--- src/rtl/demux_reg_pkg.sv ---
// Shared constants for the registered 1-to-2 demultiplexer.
package demux_reg_pkg;
  localparam logic SEL_A = 1'b0;
  localparam logic SEL_B = 1'b1;
endpackage

--- src/rtl/demux_reg_hold_slot.sv ---
// One-entry valid/data holding register with a wrapping delivered-word counter.
module hold_slot #(
  parameter int N  = 4,
  parameter int CW = 8
) (
  input  logic          clk,
  input  logic          rst_n,
  input  logic          load,
  input  logic          drain,
  input  logic [N-1:0]  din,
  output logic          valid,
  output logic [N-1:0]  dout,
  output logic [CW-1:0] count
);
  logic          valid_q, valid_d;
  logic [N-1:0]  data_q, data_d;
  logic [CW-1:0] cnt_q, cnt_d;
  logic          hs;

  // drain is the consumer's ready; it only counts while a word is held
  always_comb begin
    hs      = valid_q & drain;
    valid_d = load | (valid_q & ~hs);
    data_d  = load ? din : data_q;
    cnt_d   = hs ? cnt_q + CW'(1) : cnt_q;
  end

  always_ff @(posedge clk or negedge rst_n) begin
    if (!rst_n) begin
      valid_q <= 1'b0;
      data_q  <= '0;
      cnt_q   <= '0;
    end else begin
      valid_q <= valid_d;
      data_q  <= data_d;
      cnt_q   <= cnt_d;
    end
  end

  assign valid = valid_q;
  assign dout  = data_q;
  assign count = cnt_q;
endmodule

--- src/rtl/demux_reg.sv ---
// Registered one-to-two demultiplexer: steers each input word into slot A or B.
module demux_reg
  import demux_reg_pkg::*;
#(
  parameter int N  = 4,
  parameter int CW = 8
) (
  input  logic          clk,
  input  logic          rst_n,
  input  logic          in_valid,
  output logic          in_ready,
  input  logic          in_sel,
  input  logic [N-1:0]  in_data,
  output logic          a_valid,
  input  logic          a_ready,
  output logic [N-1:0]  a_data,
  output logic          b_valid,
  input  logic          b_ready,
  output logic [N-1:0]  b_data,
  output logic [CW-1:0] a_count,
  output logic [CW-1:0] b_count
);
  logic accept;
  logic load_a, load_b;

  // Only the selected slot gates acceptance; a full slot draining this cycle can refill.
  always_comb begin
    in_ready = (in_sel == SEL_B) ? (~b_valid | b_ready) : (~a_valid | a_ready);
    accept   = in_valid & in_ready;
    load_a   = accept & (in_sel == SEL_A);
    load_b   = accept & (in_sel == SEL_B);
  end

  hold_slot #(.N(N), .CW(CW)) u_slot_a (
    .clk   (clk),
    .rst_n (rst_n),
    .load  (load_a),
    .drain (a_ready),
    .din   (in_data),
    .valid (a_valid),
    .dout  (a_data),
    .count (a_count)
  );

  hold_slot #(.N(N), .CW(CW)) u_slot_b (
    .clk   (clk),
    .rst_n (rst_n),
    .load  (load_b),
    .drain (b_ready),
    .din   (in_data),
    .valid (b_valid),
    .dout  (b_data),
    .count (b_count)
  );
endmodule

--- config.mk ---
export PLATFORM = sky130hd
export DESIGN_NAME = demux_reg
export DESIGN_NICKNAME = d
export VERILOG_FILES = /design/src/rtl/demux_reg_pkg.sv /design/src/rtl/demux_reg_hold_slot.sv /design/src/rtl/demux_reg.sv
export SDC_FILE = /design/constraint.sdc
export NUM_CORES = 1
export LEC_CHECK = 0
export BUFFER_PORTS_ARGS = -buffer_cell sky130_fd_sc_hd__buf_2
export CAP_MARGIN = 20
export CORE_MARGIN = 2
export CORE_UTILIZATION = 28
export DETAILED_ROUTE_END_ITERATION = 16
export PLACE_DENSITY = 0.47
export SLEW_MARGIN = 20
export SYNTH_ARGS = -nofsm -noshare
export SYNTH_HDL_FRONTEND = slang
export SYNTH_SLANG_ARGS = --single-unit
export TNS_END_PERCENT = 5
--- constraint.sdc ---
create_clock -name clk -period 3.1 [get_ports clk]
set_input_delay 0.31 -clock clk [delete_from_list [all_inputs] [get_ports clk]]
set_output_delay 0.31 -clock clk [all_outputs]
set_load 0.1 [all_outputs]
==> impl_results.rst, run 1 <==
.. list-table::
   :header-rows: 1

   * - Metric
     - Value
   * - Longest individual stage delay on the worst path
     - between 0.4 and 0.5 ns
   * - Number of buffers between clock root and the deepest sink
     - 2
   * - Effective utilization at floorplan
     - 29.3%
   * - I/O pin count
     - 37
   * - Antenna fix cells
     - 0
   * - Gate Count Post-Synth
     - 83
   * - Number of clock sinks
     - 26
   * - Maximum level of the CTS H-tree
     - 1
   * - Final wirelength
     - between 1.5 and 2 mm
   * - Crit-path max FO
     - 5
   * - Buffers inserted by post-CTS timing repair
     - 0
   * - Overall die height
     - 66.2 um
   * - # placed instances
     - 167
   * - Number of instances resized during post-cts repair
     - 0
   * - DRT iter0 DRCs
     - 6
   * - Slowest cell on the critical path
     - sky130_fd_sc_hd__dfrtp_1
   * - Clock buffer count from CTS
     - 3
   * - Final-report hold violation count
     - 0
   * - Average wire per cell in the routed design
     - 11.4 um
   * - Syn Std Cell Area
     - 1080 sq um
   * - Area overhead of the layout relative to synthesis
     - 26.0%
   * - Detailed placement HPWL
     - about 1.5 mm
   * - Number of standard cells in the layout, taps in and fillers out
     - 170
   * - Number of nets in the synthesized netlist
     - 95
   * - Total die area
     - 4380 sq um
   * - Number of global-route vias before repair
     - 734
   * - Root buffer cell
     - sky130_fd_sc_hd__clkbuf_8
   * - Post-DRT Antenna Nets
     - 0
   * - Post-DP Area
     - between 1000 and 1500 sq um
   * - Unrepaired setup endpoints after global routing
     - no
   * - Antenna violations before repair
     - 0
   * - Achievable Freq
     - 588 MHz
   * - Tmin final
     - 1.70 ns
   * - Arrival time at the worst endpoint
     - 1.39 ns
   * - Drt via density
     - between 4 and 5
   * - Design Area, Final
     - around 1400 sq um
   * - TritonCTS clock tree
     - done
   * - Vias after detailed routing
     - 742
   * - Cell Rows
     - 22
   * - Total routing resource utilization after global routing
     - 9.81%
   * - Number of distinct library cells after synthesis
     - 18
   * - Max-capacitance violation count
     - 0
   * - Kind of capture point of the worst setup path
     - output port
   * - Overflow after GRT
     - 0
   * - CP Class
     - reg -> out
   * - Worst-path clk slew
     - 0.08 ns
   * - Port-buffer cells
     - 36
   * - Hold/Removal Path Class
     - in -> async
   * - Total number of yosys warnings
     - 0
   * - Core region area
     - approximately 3700 sq um
   * - Final setup skew
     - 0.00104 ns
   * - Die Span X
     - 66.2 um
   * - Hold buffer count at CTS
     - 0
   * - Sequential fraction of the synthesis area
     - 60.1%
   * - Number of flip-flops and latches in the synthesized netlist
     - 26
   * - R2R setup slack
     - 1.72 ns
   * - Routability Congestion
     - 0.694
   * - Total count of max-transition violations in the final report
     - 0
   * - Share of the clock period used by the worst path
     - 54.9%
   * - # setup viols final
     - 0
   * - Series of cell instances along the critical path
     - nand2b_1, mux2_2, buf_2
   * - Drt drc
     - 0
   * - Insertion delay to the later sink of the worst-skew pair
     - ~0.27 ns
   * - Run status
     - finished clean
   * - Fill cell total of the finished layout
     - just over 400
   * - Normalized max-slew margin
     - about three fifths
   * - Setup tns final
     - 0 ns
   * - Pin count of the biggest net entering global routing
     - 27
   * - Router iterations before antenna repair
     - 4
   * - Share of layout cells above drive strength 1
     - between 40% and 50%
   * - Post-Syn Area per Cell
     - ~13 sq um
   * - Hold_ws
     - 0.0282 ns
   * - Required time at the worst-slack endpoint
     - around 2.8 ns
   * - Kind of start point of the critical path
     - register
   * - Final-stage net count
     - 136
   * - Pin slew with the least headroom to its limit
     - 0.571 ns
   * - Global-route wire length before repair
     - 3.22 mm
## layout make-up
class                   count  area, sq um  area share, %
repair buffers             36          180           13.2
inverters                   2         7.51          0.550
flip-flops and latches     26          651           47.7
well taps                  48         60.1           4.40
clock buffers               3         41.3           3.03
multi-input cells          55          424           31.1
## flip-flops by register name, summed over array words and instances, names as in the netlist
signal / flops
u_slot_b.dout: 4
u_slot_a.count: 8
u_slot_b.valid: 1
u_slot_a.dout: 4
u_slot_a.valid: 1
u_slot_b.count: 8
## per-layer routing
layer,global-route usage (%),routed length [um],vias up
met5,0,0,-
met4,4.59,29,0
met3,2.73,147,4
met2,16.3,900,26
met1,11.7,860,351
li1,-,-,361
## worst max-delay path: cells and delay by family, from the launching register on
family,cells,cell delay [ns]
mux,1,0.15
buf+inv,1,0.42
simple gates,1,0.13
flops,1,0.42
## cells by family after synthesis
kind of cell               synth area share [%]
and+or+nand+nor                            13.6
DFF                                        60.1
xor gates and xnor gates                   11.3
muxes                                      11.4
buffers and inverters                     0.694
adders and majority gates                  2.31
AOI/OAI and AO/OA                         0.462
## through the flow
| stage | setup slack, ns | utilization [%] |
|---|---|---|
| 2_1_floorplan | 1.17 | - |
| 3_3_place_gp | 1.64 | 35.9 |
| 3_5_place_dp | 1.63 | 35.9 |
| 4_1_cts | 1.37 | 37.0 |
| 5_1_grt | 1.33 | 37.0 |
| 6_report | 1.40 | 37.0 |
## path summary, 6_finish.rpt
| check | startpoint | endpoint | depth (start not counted) |
|---|---|---|---|
| min in group clk | in_sel | u_slot_a.valid$_DFF_PN0_ | 2 |
| max in group asynchronous | rst_n | u_slot_b.count[3]$_DFFE_PN0P_ | 1 |
| hold / removal | rst_n | u_slot_a.count[3]$_DFFE_PN0P_ | 1 |
| setup reg to reg | u_slot_a.valid$_DFF_PN0_ | u_slot_a.dout[1]$_DFFE_PN0P_ | 3 |
| hold reg to reg | u_slot_a.count[7]$_DFFE_PN0P_ | u_slot_a.count[7]$_DFFE_PN0P_ | 1 |
| setup / recovery | u_slot_b.valid$_DFF_PN0_ | in_ready | 3 |
## cell usage in the layout (no fill, tap or decap)
cell	count
sky130_fd_sc_hd__and2b_1	1
sky130_fd_sc_hd__xor2_1	3
sky130_fd_sc_hd__o21ai_0	1
sky130_fd_sc_hd__or3b_1	1
sky130_fd_sc_hd__xnor2_1	11
sky130_fd_sc_hd__clkbuf_8	3
sky130_fd_sc_hd__nor2_1	3
sky130_fd_sc_hd__nor3b_2	1
sky130_fd_sc_hd__nor3_1	1
sky130_fd_sc_hd__nand3_1	2
sky130_fd_sc_hd__inv_1	2
sky130_fd_sc_hd__nand2_1	10
sky130_fd_sc_hd__buf_2	36
sky130_fd_sc_hd__and3_1	1
sky130_fd_sc_hd__ha_1	2
sky130_fd_sc_hd__nand4_1	3
sky130_fd_sc_hd__dfrtp_1	26
sky130_fd_sc_hd__and4_1	2
sky130_fd_sc_hd__nand2b_1	2
sky130_fd_sc_hd__mux2_2	11
## synth_stat cells
| cell | instances | area [sq um] |
|---|---|---|
| sky130_fd_sc_hd__and2b_1 | 1 | 7.51 |
| sky130_fd_sc_hd__inv_1 | 2 | 7.51 |
| sky130_fd_sc_hd__nor2_1 | 3 | 11.3 |
| sky130_fd_sc_hd__ha_1 | 2 | 25.0 |
| sky130_fd_sc_hd__nor3_1 | 1 | 5.00 |
| sky130_fd_sc_hd__nand4_1 | 3 | 18.8 |
| sky130_fd_sc_hd__nand2_1 | 10 | 37.5 |
| sky130_fd_sc_hd__and4_1 | 2 | 17.5 |
| sky130_fd_sc_hd__nor3b_2 | 1 | 12.5 |
| sky130_fd_sc_hd__nand3_1 | 2 | 10.0 |
| sky130_fd_sc_hd__dfrtp_1 | 26 | 651 |
| sky130_fd_sc_hd__mux2_2 | 11 | 124 |
| sky130_fd_sc_hd__xor2_1 | 3 | 26.3 |
| sky130_fd_sc_hd__nand2b_1 | 2 | 12.5 |
| sky130_fd_sc_hd__xnor2_1 | 11 | 96.3 |
| sky130_fd_sc_hd__or3b_1 | 1 | 8.76 |
| sky130_fd_sc_hd__o21ai_0 | 1 | 5.00 |
| sky130_fd_sc_hd__and3_1 | 1 | 6.26 |
Power of run 1 is left out: the tool's default activity adds up to more than one toggle a clock period on the data nets, which glitch-free logic cannot reach.
==> run 2: changes to the inputs <==
- ABC_AREA: not set -> 1
- PLACE_DENSITY: 0.47 -> 0.46
- clock period: 3.1 -> 1.75 ns (I/O delays scaled with it)
==> run 2 against run 1 <==
Count of clock-buffer cells in the layout rose by 1. Highest routed layer unchanged. Final area rose by 8.5%. Synthesized cell count rose by 51%. Final cell count rose by 27%. Largest cell class unchanged. Die area rose by 6.2%. First-iteration DRC count rose to 5.7 times the previous value. Worst setup slack got worse by 1.3 ns. Critical path depth rose by 1. Via count rose by 25%. Global-route usage rose by 1.6 points.
==> impl_results.rst, run 2 <==
.. list-table::
   :header-rows: 1

   * - Metric
     - Value
   * - Run status
     - finished clean (unchanged)
   * - Leakage dissipation
     - 0.798 nW
   * - Final wirelength
     - 2.33 mm (was 1.94 mm)
   * - Slowest cell on the critical path
     - sky130_fd_sc_hd__dfrtp_2 (was sky130_fd_sc_hd__dfrtp_1)
   * - Gate Count Post-Synth
     - 125 (was 83)
   * - Antenna fix cells
     - 0 (unchanged)
   * - Crit-path max FO
     - 5 (unchanged)
   * - Series of cell instances along the critical path
     - nand2_1, nor2_1, a31oi_4, buf_2 (was nand2b_1, mux2_2, buf_2)
   * - Number of global-route vias before repair
     - 867 (was 734)
   * - Number of buffers between clock root and the deepest sink
     - 2 (unchanged)
   * - Core region area
     - 3970 sq um (was 3690 sq um)
   * - Total die area
     - 4650 sq um (was 4380 sq um)
   * - Drt via density
     - 4.29 (was 4.36)
   * - Tmin final
     - 1.67 ns
   * - Router iterations before antenna repair
     - 4 (unchanged)
   * - Kind of start point of the critical path
     - register (unchanged)
   * - Syn Std Cell Area
     - 1150 sq um (was 1080 sq um)
   * - Number of instances resized during post-cts repair
     - 0 (unchanged)
   * - DRT iter0 DRCs
     - 34 (was 6)
   * - Kind of capture point of the worst setup path
     - output port (unchanged)
   * - I/O pin count
     - 37 (unchanged)
   * - PnR Total Power
     - 2.80 mW
   * - Family with the most delay on the worst path
     - flip-flops (unchanged)
   * - Normalized max-slew margin
     - 60.4% (was 61.9%)
   * - Pin slew with the least headroom to its limit
     - 0.594 ns (was 0.571 ns)
   * - Maximum level of the CTS H-tree
     - 1 (unchanged)
   * - Root buffer cell
     - sky130_fd_sc_hd__clkbuf_8 (unchanged)
   * - Library cell with the highest instance count after synthesis
     - sky130_fd_sc_hd__nand2_1 (was sky130_fd_sc_hd__dfrtp_1)
   * - Antenna violations before repair
     - 0 (unchanged)
   * - Share of the clock period used by the worst path
     - 95.4%
   * - Longest individual stage delay on the worst path
     - 0.44 ns (was 0.42 ns)
   * - Most common cell after layout, fill and taps aside
     - sky130_fd_sc_hd__buf_2 (unchanged)
   * - Pwr per Cell Area
     - 1890 nW/um^2
   * - Cell Rows
     - 23 (was 22)
   * - Hold/Removal Path Class
     - in -> reg (was in -> async)
   * - Number of flip-flops and latches in the synthesized netlist
     - 26 (unchanged)
   * - Fraction of power consumed by sequential logic
     - between 30% and 40%
   * - Achievable Freq
     - 599 MHz
   * - Max-capacitance violation count
     - 0 (unchanged)
   * - Pin count of the biggest net entering global routing
     - 27 (unchanged)
   * - CP Class
     - reg -> out (unchanged)
   * - Final setup skew
     - 0.00418 ns (was 0.00104 ns)
   * - Core occupancy in the finished layout
     - 37.3% (was 37.0%)
   * - Number of nets in the synthesized netlist
     - 137 (was 95)
   * - Worst path buffer plus inverter count
     - 1 (unchanged)
   * - Arrival time at the worst endpoint
     - 1.49 ns (was 1.39 ns)
   * - Dominant synthesized flop cell
     - sky130_fd_sc_hd__dfrtp_1 (unchanged)
   * - Post-DRT Antenna Nets
     - 0 (unchanged)
   * - Effective utilization at floorplan
     - 29.0% (was 29.3%)
   * - Overall die height
     - 68.2 um (was 66.2 um)
   * - Clock Power Share
     - about 14%
   * - Die Span X
     - 68.2 um (was 66.2 um)
   * - Number of clock sinks
     - 26 (unchanged)
   * - Global-route wire length before repair
     - 3.97 mm (was 3.22 mm)
   * - Sequential fraction of the synthesis area
     - 56.4% (was 60.1%)
   * - TritonCTS clock tree
     - done (unchanged)
   * - Footprint of the multi-input gates
     - 443 sq um (was 424 sq um)
   * - Hold_ws
     - 0.185 ns (was 0.0282 ns)
   * - # setup viols final
     - 0 (unchanged)
   * - Overflow after GRT
     - 0 (unchanged)
   * - Detailed placement HPWL
     - 1.74 mm (was 1.50 mm)
   * - Fill cell total of the finished layout
     - 434 (was 409)
   * - Most used cells in the layout excluding fill and tap cells
     - 36 x sky130_fd_sc_hd__buf_2, 34 x sky130_fd_sc_hd__nand2_1, 23 x sky130_fd_sc_hd__dfrtp_1 (was 36 x sky130_fd_sc_hd__buf_2, 26 x sky130_fd_sc_hd__dfrtp_1, 11 x sky130_fd_sc_hd__mux2_2, 11 x sky130_fd_sc_hd__xnor2_1, 10 x sky130_fd_sc_hd__nand2_1)
   * - Net switching power figure
     - 1.62 mW
   * - Area overhead of the layout relative to synthesis
     - 28.3% (was 26.0%)
   * - Post-DP Area
     - 1420 sq um (was 1320 sq um)
   * - Drt drc
     - 0 (unchanged)
   * - Total number of yosys warnings
     - 0 (unchanged)
   * - Int Pwr
     - 1.18 mW
   * - Final-report hold violation count
     - 0 (unchanged)
   * - Proportion of register bits with asynchronous set or reset after synthesis
     - 100% (unchanged)
   * - # placed instances
     - 211 (was 167)
   * - Average wire per cell in the routed design
     - 10.8 um (was 11.4 um)
   * - Total routing resource utilization after global routing
     - 11.4% (was 9.81%)
   * - Share of layout cells above drive strength 1
     - 31.3% (was 41.8%)
   * - Post-Syn Area per Cell
     - 9.23 sq um (was 13.0 sq um)
   * - Required time at the worst-slack endpoint
     - 1.57 ns (was 2.79 ns)
   * - List of most frequent post-synthesis cells
     - 34 x sky130_fd_sc_hd__nand2_1, 26 x sky130_fd_sc_hd__dfrtp_1, 20 x sky130_fd_sc_hd__inv_1 (was 26 x sky130_fd_sc_hd__dfrtp_1, 11 x sky130_fd_sc_hd__mux2_2, 11 x sky130_fd_sc_hd__xnor2_1)
   * - Number of standard cells in the layout, taps in and fillers out
     - 216 (was 170)
   * - Unrepaired setup endpoints after global routing
     - no (unchanged)
   * - Final-stage net count
     - 179 (was 136)
   * - Logic pwr share
     - between 50% and 60%
   * - Top post-synthesis cells by area
     - sky130_fd_sc_hd__dfrtp_1 56%, sky130_fd_sc_hd__nand2_1 11%, sky130_fd_sc_hd__inv_1 6.5%, sky130_fd_sc_hd__xnor2_1 3.8%, sky130_fd_sc_hd__nand3_1 3.5% (was sky130_fd_sc_hd__dfrtp_1 60%, sky130_fd_sc_hd__mux2_2 11%, sky130_fd_sc_hd__xnor2_1 8.9%, sky130_fd_sc_hd__nand2_1 3.5%, sky130_fd_sc_hd__xor2_1 2.4%)
   * - Total count of max-transition violations in the final report
     - 0 (unchanged)
   * - Buffers inserted by post-CTS timing repair
     - 0 (unchanged)
   * - Insertion delay to the later sink of the worst-skew pair
     - 0.27 ns (about the same)
   * - Count of flip-flops with a built-in enable after synthesis
     - 0 (unchanged)
   * - Sw Ratio
     - 57.9%
   * - Peak supply drop
     - about 1 mV
   * - Yosys top cell by area
     - sky130_fd_sc_hd__dfrtp_1 (unchanged)
   * - Vias after detailed routing
     - 927 (was 742)
   * - Share of the synthesized area in the top cell type
     - 56.4% (was 60.1%)
   * - Port-buffer cells
     - 36 (unchanged)
   * - Routability Congestion
     - 0.776 (was 0.694)
   * - Worst-path clk slew
     - 0.09 ns (was 0.08 ns)
   * - Area taken by flip-flops and latches
     - 654 sq um (was 651 sq um)
   * - Number of distinct library cells after synthesis
     - 17 (was 18)
   * - Clock buffer count from CTS
     - 3 (unchanged)
   * - Design Area, Final
     - 1480 sq um (was 1360 sq um)
-- run 2: cell count changes in the layout (fill, tap and decap cells not counted), moves of 3 or more --
cell | previous run | this run
sky130_fd_sc_hd__nor2_2 | 0 | 3
sky130_fd_sc_hd__dfrtp_2 | 0 | 3
sky130_fd_sc_hd__mux2_2 | 11 | 2
sky130_fd_sc_hd__xnor2_1 | 11 | 5
sky130_fd_sc_hd__inv_1 | 2 | 20
sky130_fd_sc_hd__nand2_1 | 10 | 34
sky130_fd_sc_hd__o21ai_0 | 1 | 8
sky130_fd_sc_hd__nand3_1 | 2 | 8
sky130_fd_sc_hd__dfrtp_1 | 26 | 23
sky130_fd_sc_hd__nor2_1 | 3 | 6
-- run 2: worst register-to-register path, cell delays in order, from the launching register on --
cell and delay (ns):
sky130_fd_sc_hd__dfrtp_2 0.40, sky130_fd_sc_hd__ha_1 0.15, sky130_fd_sc_hd__nand3_1 0.14, sky130_fd_sc_hd__nor3_2 0.21, sky130_fd_sc_hd__nand2_1 0.08, sky130_fd_sc_hd__nand2_1 0.07
sky130_fd_sc_hd__nand2_1 0.05
-- run 2: cell type report --
cell class,instances,share of cell area (%)
Clock buffer,4,3.72
Timing Repair Buffer,37,12.8
Sequential cell,26,44.2
Multi-Input combinational cell,79,29.9
Inverter,20,5.07
Tap cell,50,4.23
-- run 2: what timing repair did --
action                     4_1_cts  5_1_grt
hold endpoints to repair        26        0
hold buffers                     1        0
setup endpoints to repair        0        0
-- run 2: final timing paths --
path / start / to / slack [ns] / depth (start not counted)
worst max-delay path: u_slot_a.valid$_DFF_PN0_ / in_ready / 0.08 / 4
worst min-delay path: in_data[2] / u_slot_a.dout[2]$_DFFE_PN0P_ / 0.18 / 3
worst max register to register: u_slot_a.count[0]$_DFFE_PN0P_ / u_slot_a.count[6]$_DFFE_PN0P_ / 0.55 / 6
min in group asynchronous: rst_n / u_slot_a.dout[3]$_DFFE_PN0P_ / 0.43 / 2
max in group asynchronous: rst_n / u_slot_a.count[0]$_DFFE_PN0P_ / 0.90 / 2
worst min register to register: u_slot_a.dout[1]$_DFFE_PN0P_ / u_slot_a.dout[1]$_DFFE_PN0P_ / 0.49 / 2
-- run 2: kinds of logic after synthesis --
family	count (synthesis)	synth area share, %
simple gates	57	22.5
xor+xnor	8	6.07
flops	26	56.4
buf+inv	20	6.51
mux	2	1.95
fa+ha+maj	2	2.17
compound gates	10	4.45
-- run 2: metrics by stage --
step | TNS [ns] | setup slack (ns)
6_report | 0 | 0.0804
5_1_grt | 0 | 0.0163
4_1_cts | 0 | 0.0558
3_5_place_dp | 0 | 0.373
3_3_place_gp | 0 | 0.392
2_1_floorplan | -0.0842 | -0.0779
-- run 2: routing by layer --
layer / track usage (%) / vias up / routed length (um)
li1: - / 470 / -
met1: 15.4 / 435 / 1120
met2: 17.6 / 20 / 1070
met3: 3.95 / 2 / 124
met4: 2.25 / 0 / 8
met5: 0 / - / 0
-- run 2: power groups by stage --
stage	clock network [mW]	logic, mW	registers, mW
after floorplan	0	0.233	1.94
after global placement	0	1.51	0.906
after detailed placement	0	1.52	0.913
after CTS	0.413	1.52	0.902
after global routing	0.432	1.58	0.932
final	0.392	1.51	0.900
(Power assumes the default switching activity.)
